## src/rtl/uart_pkg.sv

```systemverilog
// Shared types and constants for the configurable UART receive path.
package uart_pkg;

   localparam int unsigned MIN_DATA_BITS = 5;
   localparam int unsigned VOTE_SAMPLES  = 3;

   typedef enum logic [1:0] {
      ParNone,
      ParEven,
      ParOdd
   } parity_mode_t;

   typedef enum logic [2:0] {
      StIdle,
      StStart,
      StData,
      StParity,
      StStop,
      StBreak
   } rx_state_t;

   function automatic parity_mode_t decode_parity(input logic [1:0] cfg);
      parity_mode_t mode;
      mode = ParNone;
      case (cfg)
         2'b01:   mode = ParEven;
         2'b10:   mode = ParOdd;
         default: mode = ParNone;
      endcase
      return mode;
   endfunction

endpackage

```

## src/rtl/rx_bit_sampler.sv

```systemverilog
// RX line synchroniser, oversample tick counter and 2-of-3 mid-bit majority vote.
module rx_bit_sampler #(
   parameter int unsigned OSR = 16
) (
   input  logic i_clk,
   input  logic i_reset,
   input  logic i_osr_tick,
   input  logic i_rx,
   input  logic i_clr,
   output logic o_rx_s,
   output logic o_vote_valid,
   output logic o_vote_bit,
   output logic o_bit_end
);

   localparam int unsigned CW = $clog2(OSR);
   localparam logic [CW-1:0] TickLast = CW'(OSR - 1);
   localparam logic [CW-1:0] Samp0    = CW'(OSR / 2 - 1);
   localparam logic [CW-1:0] Samp1    = CW'(OSR / 2);
   localparam logic [CW-1:0] Samp2    = CW'(OSR / 2 + 1);

   logic          r_sync;
   logic          r_rx_s;
   logic [CW-1:0] r_tick_cnt;
   logic          r_s0;
   logic          r_s1;
   logic          w_bit_end;

   assign w_bit_end = i_osr_tick && (r_tick_cnt == TickLast);

   always_ff @(posedge i_clk) begin
      if (i_reset) begin
         r_sync     <= 1'b0;
         r_rx_s     <= 1'b0;
         r_tick_cnt <= '0;
         r_s0       <= 1'b0;
         r_s1       <= 1'b0;
      end else begin
         r_sync <= i_rx;
         r_rx_s <= r_sync;
         if (i_clr) begin
            r_tick_cnt <= '0;
         end else if (i_osr_tick) begin
            r_tick_cnt <= w_bit_end ? '0 : r_tick_cnt + 1'b1;
            if (r_tick_cnt == Samp0) r_s0 <= r_rx_s;
            if (r_tick_cnt == Samp1) r_s1 <= r_rx_s;
         end
      end
   end

   // Third sample is the live synchronised line on the vote tick itself.
   assign o_vote_valid = i_osr_tick && !i_clr && (r_tick_cnt == Samp2);
   assign o_vote_bit   = (r_s0 & r_s1) | (r_s0 & r_rx_s) | (r_s1 & r_rx_s);
   assign o_bit_end    = w_bit_end && !i_clr;
   assign o_rx_s       = r_rx_s;

endmodule

```

## src/rtl/rx_engine_cfg.sv

```systemverilog
// Runtime-configurable UART receiver: 5..9 data bits, optional parity, 1 or 2 stop bits.
module rx_engine_cfg
   import uart_pkg::*;
#(
   parameter int unsigned OSR           = 16,
   parameter int unsigned MAX_DATA_BITS = 9
) (
   input  logic                     clk_i,
   input  logic                     reset_i,
   input  logic                     osr_tick_i,
   input  logic                     recieve_bit_i,
   input  logic                     rx_en_i,
   input  logic [3:0]               cfg_data_bits_i,
   input  logic [1:0]               cfg_parity_i,
   input  logic                     cfg_stop_bits_i,
   input  logic                     rx_fifo_full_i,
   output logic [MAX_DATA_BITS-1:0] rx_fifo_data_o,
   output logic                     rx_fifo_wen_o,
   output logic                     rx_busy_o,
   output logic                     parity_err_o,
   output logic                     frame_err_o,
   output logic                     break_o,
   output logic                     overrun_err_o
);

   localparam logic [3:0] MinBits = 4'(MIN_DATA_BITS);
   localparam logic [3:0] MaxBits = 4'(MAX_DATA_BITS);

   rx_state_t                r_state;
   parity_mode_t             r_par;
   logic                     r_armed;
   logic [3:0]               r_nbits;
   logic                     r_stop2;
   logic [3:0]               r_bit_cnt;
   logic [MAX_DATA_BITS-1:0] r_shift;
   logic                     r_par_bad;
   logic                     r_frm_bad;
   logic                     r_par_bit;
   logic                     r_stop1_zero;
   logic [MAX_DATA_BITS-1:0] r_fifo_data;
   logic                     r_wen;
   logic                     r_perr;
   logic                     r_ferr;
   logic                     r_brk;
   logic                     r_ovr;

   logic       w_rx_s;
   logic       w_vote_valid;
   logic       w_vote_bit;
   logic       w_bit_end;
   logic       w_clr;
   logic [3:0] w_cfg_bits;
   logic       w_par_exp;
   logic       w_stop_final;
   logic       w_stop1_zero;
   logic       w_frm;
   logic       w_break;

   assign w_clr = (r_state == StIdle) || (r_state == StBreak);

   rx_bit_sampler #(
      .OSR (OSR)
   ) u_sampler (
      .i_clk        (clk_i),
      .i_reset      (reset_i),
      .i_osr_tick   (osr_tick_i),
      .i_rx         (recieve_bit_i),
      .i_clr        (w_clr),
      .o_rx_s       (w_rx_s),
      .o_vote_valid (w_vote_valid),
      .o_vote_bit   (w_vote_bit),
      .o_bit_end    (w_bit_end)
   );

   assign w_cfg_bits   = (cfg_data_bits_i < MinBits) ? MinBits :
                         (cfg_data_bits_i > MaxBits) ? MaxBits : cfg_data_bits_i;
   assign w_par_exp    = (^r_shift) ^ (r_par == ParOdd);
   assign w_stop_final = !r_stop2 || (r_bit_cnt == 4'd1);
   assign w_stop1_zero = (r_bit_cnt == 4'd0) ? !w_vote_bit : r_stop1_zero;
   assign w_frm        = r_frm_bad || !w_vote_bit;
   assign w_break      = (r_shift == '0) && !((r_par != ParNone) && r_par_bit) && w_stop1_zero;

   always_ff @(posedge clk_i) begin
      if (reset_i) begin
         r_state      <= StIdle;
         r_par        <= ParNone;
         r_armed      <= 1'b0;
         r_nbits      <= '0;
         r_stop2      <= 1'b0;
         r_bit_cnt    <= '0;
         r_shift      <= '0;
         r_par_bad    <= 1'b0;
         r_frm_bad    <= 1'b0;
         r_par_bit    <= 1'b0;
         r_stop1_zero <= 1'b0;
         r_fifo_data  <= '0;
         r_wen        <= 1'b0;
         r_perr       <= 1'b0;
         r_ferr       <= 1'b0;
         r_brk        <= 1'b0;
         r_ovr        <= 1'b0;
      end else begin
         r_wen  <= 1'b0;
         r_perr <= 1'b0;
         r_ferr <= 1'b0;
         r_brk  <= 1'b0;
         r_ovr  <= 1'b0;
         if (!rx_en_i) r_armed <= 1'b0;
         if ((r_state != StIdle) && !rx_en_i) begin
            r_state <= StIdle;
         end else begin
            unique case (r_state)
               StIdle: begin
                  // Arming on a high line means a line held low at enable is ignored.
                  if (rx_en_i && w_rx_s) r_armed <= 1'b1;
                  if (rx_en_i && r_armed && !w_rx_s) begin
                     r_state      <= StStart;
                     r_nbits      <= w_cfg_bits;
                     r_par        <= decode_parity(cfg_parity_i);
                     r_stop2      <= cfg_stop_bits_i;
                     r_bit_cnt    <= '0;
                     r_shift      <= '0;
                     r_par_bad    <= 1'b0;
                     r_frm_bad    <= 1'b0;
                     r_par_bit    <= 1'b0;
                     r_stop1_zero <= 1'b0;
                  end
               end
               StStart: begin
                  if (w_vote_valid && w_vote_bit) r_state <= StIdle;
                  else if (w_bit_end)             r_state <= StData;
               end
               StData: begin
                  if (w_vote_valid) r_shift[r_bit_cnt] <= w_vote_bit;
                  if (w_bit_end) begin
                     if (r_bit_cnt == r_nbits - 4'd1) begin
                        r_bit_cnt <= '0;
                        r_state   <= (r_par == ParNone) ? StStop : StParity;
                     end else begin
                        r_bit_cnt <= r_bit_cnt + 4'd1;
                     end
                  end
               end
               StParity: begin
                  if (w_vote_valid) begin
                     r_par_bit <= w_vote_bit;
                     if (w_vote_bit != w_par_exp) r_par_bad <= 1'b1;
                  end
                  if (w_bit_end) r_state <= StStop;
               end
               StStop: begin
                  if (w_vote_valid) begin
                     r_stop1_zero <= w_stop1_zero;
                     if (!w_vote_bit) r_frm_bad <= 1'b1;
                     // Decide on the last stop vote so back-to-back frames have half a bit of slack.
                     if (w_stop_final) begin
                        if (w_break) begin
                           r_brk   <= 1'b1;
                           r_state <= StBreak;
                        end else begin
                           r_state <= StIdle;
                           if (w_frm) begin
                              r_ferr <= 1'b1;
                           end else if (rx_fifo_full_i) begin
                              r_ovr <= 1'b1;
                           end else begin
                              r_wen       <= 1'b1;
                              r_fifo_data <= r_shift;
                              r_perr      <= r_par_bad;
                           end
                        end
                     end
                  end else if (w_bit_end) begin
                     r_bit_cnt <= r_bit_cnt + 4'd1;
                  end
               end
               StBreak: begin
                  if (w_rx_s) begin
                     r_state <= StIdle;
                     r_armed <= 1'b1;
                  end
               end
               default: r_state <= StIdle;
            endcase
         end
      end
   end

   assign rx_busy_o      = (r_state != StIdle);
   assign rx_fifo_data_o = r_fifo_data;
   assign rx_fifo_wen_o  = r_wen;
   assign parity_err_o   = r_perr;
   assign frame_err_o    = r_ferr;
   assign break_o        = r_brk;
   assign overrun_err_o  = r_ovr;

endmodule

```

## config.mk

```make
export PLATFORM = sky130hd
export DESIGN_NAME = rx_engine_cfg
export DESIGN_NICKNAME = d
export VERILOG_FILES = /design/src/rtl/uart_pkg.sv /design/src/rtl/rx_bit_sampler.sv /design/src/rtl/rx_engine_cfg.sv
export SDC_FILE = /design/constraint.sdc
export NUM_CORES = 1
export LEC_CHECK = 0
export CAP_MARGIN = 5
export CORE_MARGIN = 2
export CORE_UTILIZATION = 55
export DETAILED_ROUTE_END_ITERATION = 10
export DONT_BUFFER_PORTS = 1
export GPL_TIMING_DRIVEN = 0
export PLACE_DENSITY = 0.77
export SLEW_MARGIN = 20
export SYNTH_ARGS = -nofsm -noshare
export SYNTH_HDL_FRONTEND = slang
export SYNTH_SLANG_ARGS = --single-unit
```

## constraint.sdc

```tcl
create_clock -name clk_i -period 2.3 [get_ports clk_i]
set_input_delay 0.46 -clock clk_i [delete_from_list [all_inputs] [get_ports clk_i]]
set_output_delay 0.46 -clock clk_i [all_outputs]
set_load 0.02 [all_outputs]
```

==> metrics, run 1 <==
DP HPWL 4200 µm; # DRC 0; Max Freq 456 MHz; unrepaired setup endpoints after global routing false; first-pass GRT wire length ~9500 µm; post-synthesis cell count 311; pwr/cell area 639 nW/µm²; top cell type's share of synthesized area 36.8%; Die H 74.3 µm; post-synthesis sequential area ratio 36.8%; number of global-route vias before repair a little over 2000; final setup fails 0; DRT iter0 DRCs about 150; initial antenna violation count 0; Avg Inst Size Synth around 8.7 µm²; Worst-Margin Slew 524 ps; total wire length 5770 µm; Final Slew Violations 0; GRT Util Overall 22.3%; Clk Tree Root Cell clkbuf_8; nets@finish 344; Die Span X 74.3 µm; top-count cell post-synth dfxtp_1; drt via density roughly 5.7; library cells used by synthesis 55; max_cap viols 0; worst setup path category flop to flop; Post-synth EDFFs 0; Layout Area Growth over Synthesis 8.61%; Inst Count DP 378; total grt overflow 0; Max FO, Critical Path 6; yosys warns 0; Tmin final 2200 ps; htree depth 2; FFs w/ async S/R, synth 0%; final hold viol count 0; Routed Antenna Nets 0; clk_lat worst skew 310 ps; Critical Path AT 2390 ps; CTS Buf Count 5; row cnt 25; leading area contributor after synthesis dfxtp_1; Pleak 1.17 nW; Worst EP required 2500 ps; synthesized area about 2700 µm²; Initial DRT Pass Iterations 4; peak supply drop 0.000383 V; final std cells w/o fill 387; ys flop type dfxtp_1; Worst setup SP type flop; postcts setup bufs 0; worst rel slew slack between 60% and 70%; Via Count between 2000 and 2500; # hold bufs at CTS 0; critical path endpoint category flop; Min-Delay Path Class primary input to flop; ranking of synthesized cells by area dfxtp_1 (37%), mux2i_1 (6.6%), ha_1 (5.5%); period utilization 95.4%; core area 4750 µm²; status completed; layout cell share with drive strength beyond 1 between 8 and 9%; CTS sink cnt 50; global placer's final weighted congestion between 0.9 and 1; # diodes 0; total nets after synthesis 336; Worst Skew roughly 18 ps; num ports 28; setup TNS 0 ps; Die Area 5520 µm²; synth cell count leaders dfxtp_1 (50), nor2_1 (36), inv_1 (20); WL/cell 14.9 µm; flops & latches, synth 50; Clock Path Buffers 2; clk slew on worst S/H paths 100 ps; pin count of the biggest net entering global routing 18; number of fill cells 430; PortBufs 0; Starting Density a little under three fifths; CTS tree done
==> cells by family after synthesis <==
kind of cell,Yosys count,share of synthesized area (%)
compound gates,50,12.8
xor+xnor,16,5.94
fa+ha+maj,13,5.90
buf+inv,37,6.13
flops,50,36.8
mux,21,8.01
simple gates,124,24.4
==> stage by stage <==
step                      utilization, %  hold WS [ps]  power [mW]  worst slack, ps  area (µm²)
after CTS                           61.4           228        1.88             17.5        2920
final                               62.1           228        1.88              105        2950
after floorplan                        -           414        1.18              243        2720
after detailed placement            58.9           420        1.25             14.7        2800
after global routing                62.1           218        1.97             7.84        2950
after global placement              58.9           416        1.25             69.2        2800
==> worst paths after layout <==
kind	from	end	slack, ps	depth (start not counted)
worst max register to register	r_bit_cnt[0]	rx_fifo_data_o[2]	100	8
worst min-delay path	reset_i	rx_fifo_wen_o	230	1
worst min register to register	u_sampler.r_sync	u_sampler.o_rx_s	440	1
worst max-delay path	r_bit_cnt[0]	rx_fifo_data_o[2]	100	8
==> where the power goes <==
group	internal (mW)	switching, mW	leakage (nW)
clock network	0.330	0.310	0.0587
logic	0.109	0.224	0.710
registers	0.884	0.0274	0.404
total	1.32	0.561	1.17
==> routing by layer <==
metal | part of all wire (%) | track usage (%)
met5 | 0 | 0
met1 | 45 | 30.3
met4 | 1.6 | 6.35
met3 | 6.1 | 4.74
met2 | 47 | 36.1
==> layout by cell type (no fill, tap or decap), drive strengths merged, types with 8 or more instances in the layout <==
cell type	synthesis	final
dfxtp	50	50
nor2	36	36
inv	20	21
nand2	19	19
mux2i	18	18
a21oi	18	18
clkbuf	12	17
nand4	15	15
ha	12	12
nor3	10	10
o21ai	10	10
nand3	9	9
xnor2	8	8
==> what timing repair did <==
action	CTS	global route
resized for setup	1	5
cloned	0	1
endpoints found under the setup margin	3	9
==> critical path, stage by stage, from the launching register on <==
cell	delay [ps]
dfxtp_2	370
inv_1	130
ha_4	170
or3b_4	390
mux2_4	350
o2111ai_4	240
buf_4	190
mux2i_1	180
nor2_1	50
==> final cells by class <==
class                   instances  area (µm²)  area share (%)
repair buffers                  1        7.51           0.254
clock inverters                 3        47.5            1.61
flip-flops and latches         50        1000            34.0
inverters                      20        75.1            2.54
plain buffers                  17        91.3            3.10
multi-input cells             224        1570            53.3
well taps                      67        83.8            2.84
clock buffers                   5        68.8            2.33
==> registers in the layout (all words and copies together) (netlist names), 2 cells and up <==
register              cells
r_shift                   9
rx_fifo_data_o            9
r_bit_cnt                 4
r_nbits                   4
u_sampler.r_tick_cnt      4
r_state                   3
r_par                     2
(Power assumes the default switching activity.)
==> inputs of run 2 (changes only) <==
--- a/config.mk
+++ b/config.mk
@@ -8,6 +8,7 @@
 export CAP_MARGIN = 5
 export CORE_MARGIN = 2
 export CORE_UTILIZATION = 55
+export CTS_CLUSTER_SIZE = 16
 export DETAILED_ROUTE_END_ITERATION = 10
 export DONT_BUFFER_PORTS = 1
 export GPL_TIMING_DRIVEN = 0
==> results of run 2 <==
Same layout as run 1: the final DEF is identical, and so are final timing and power.
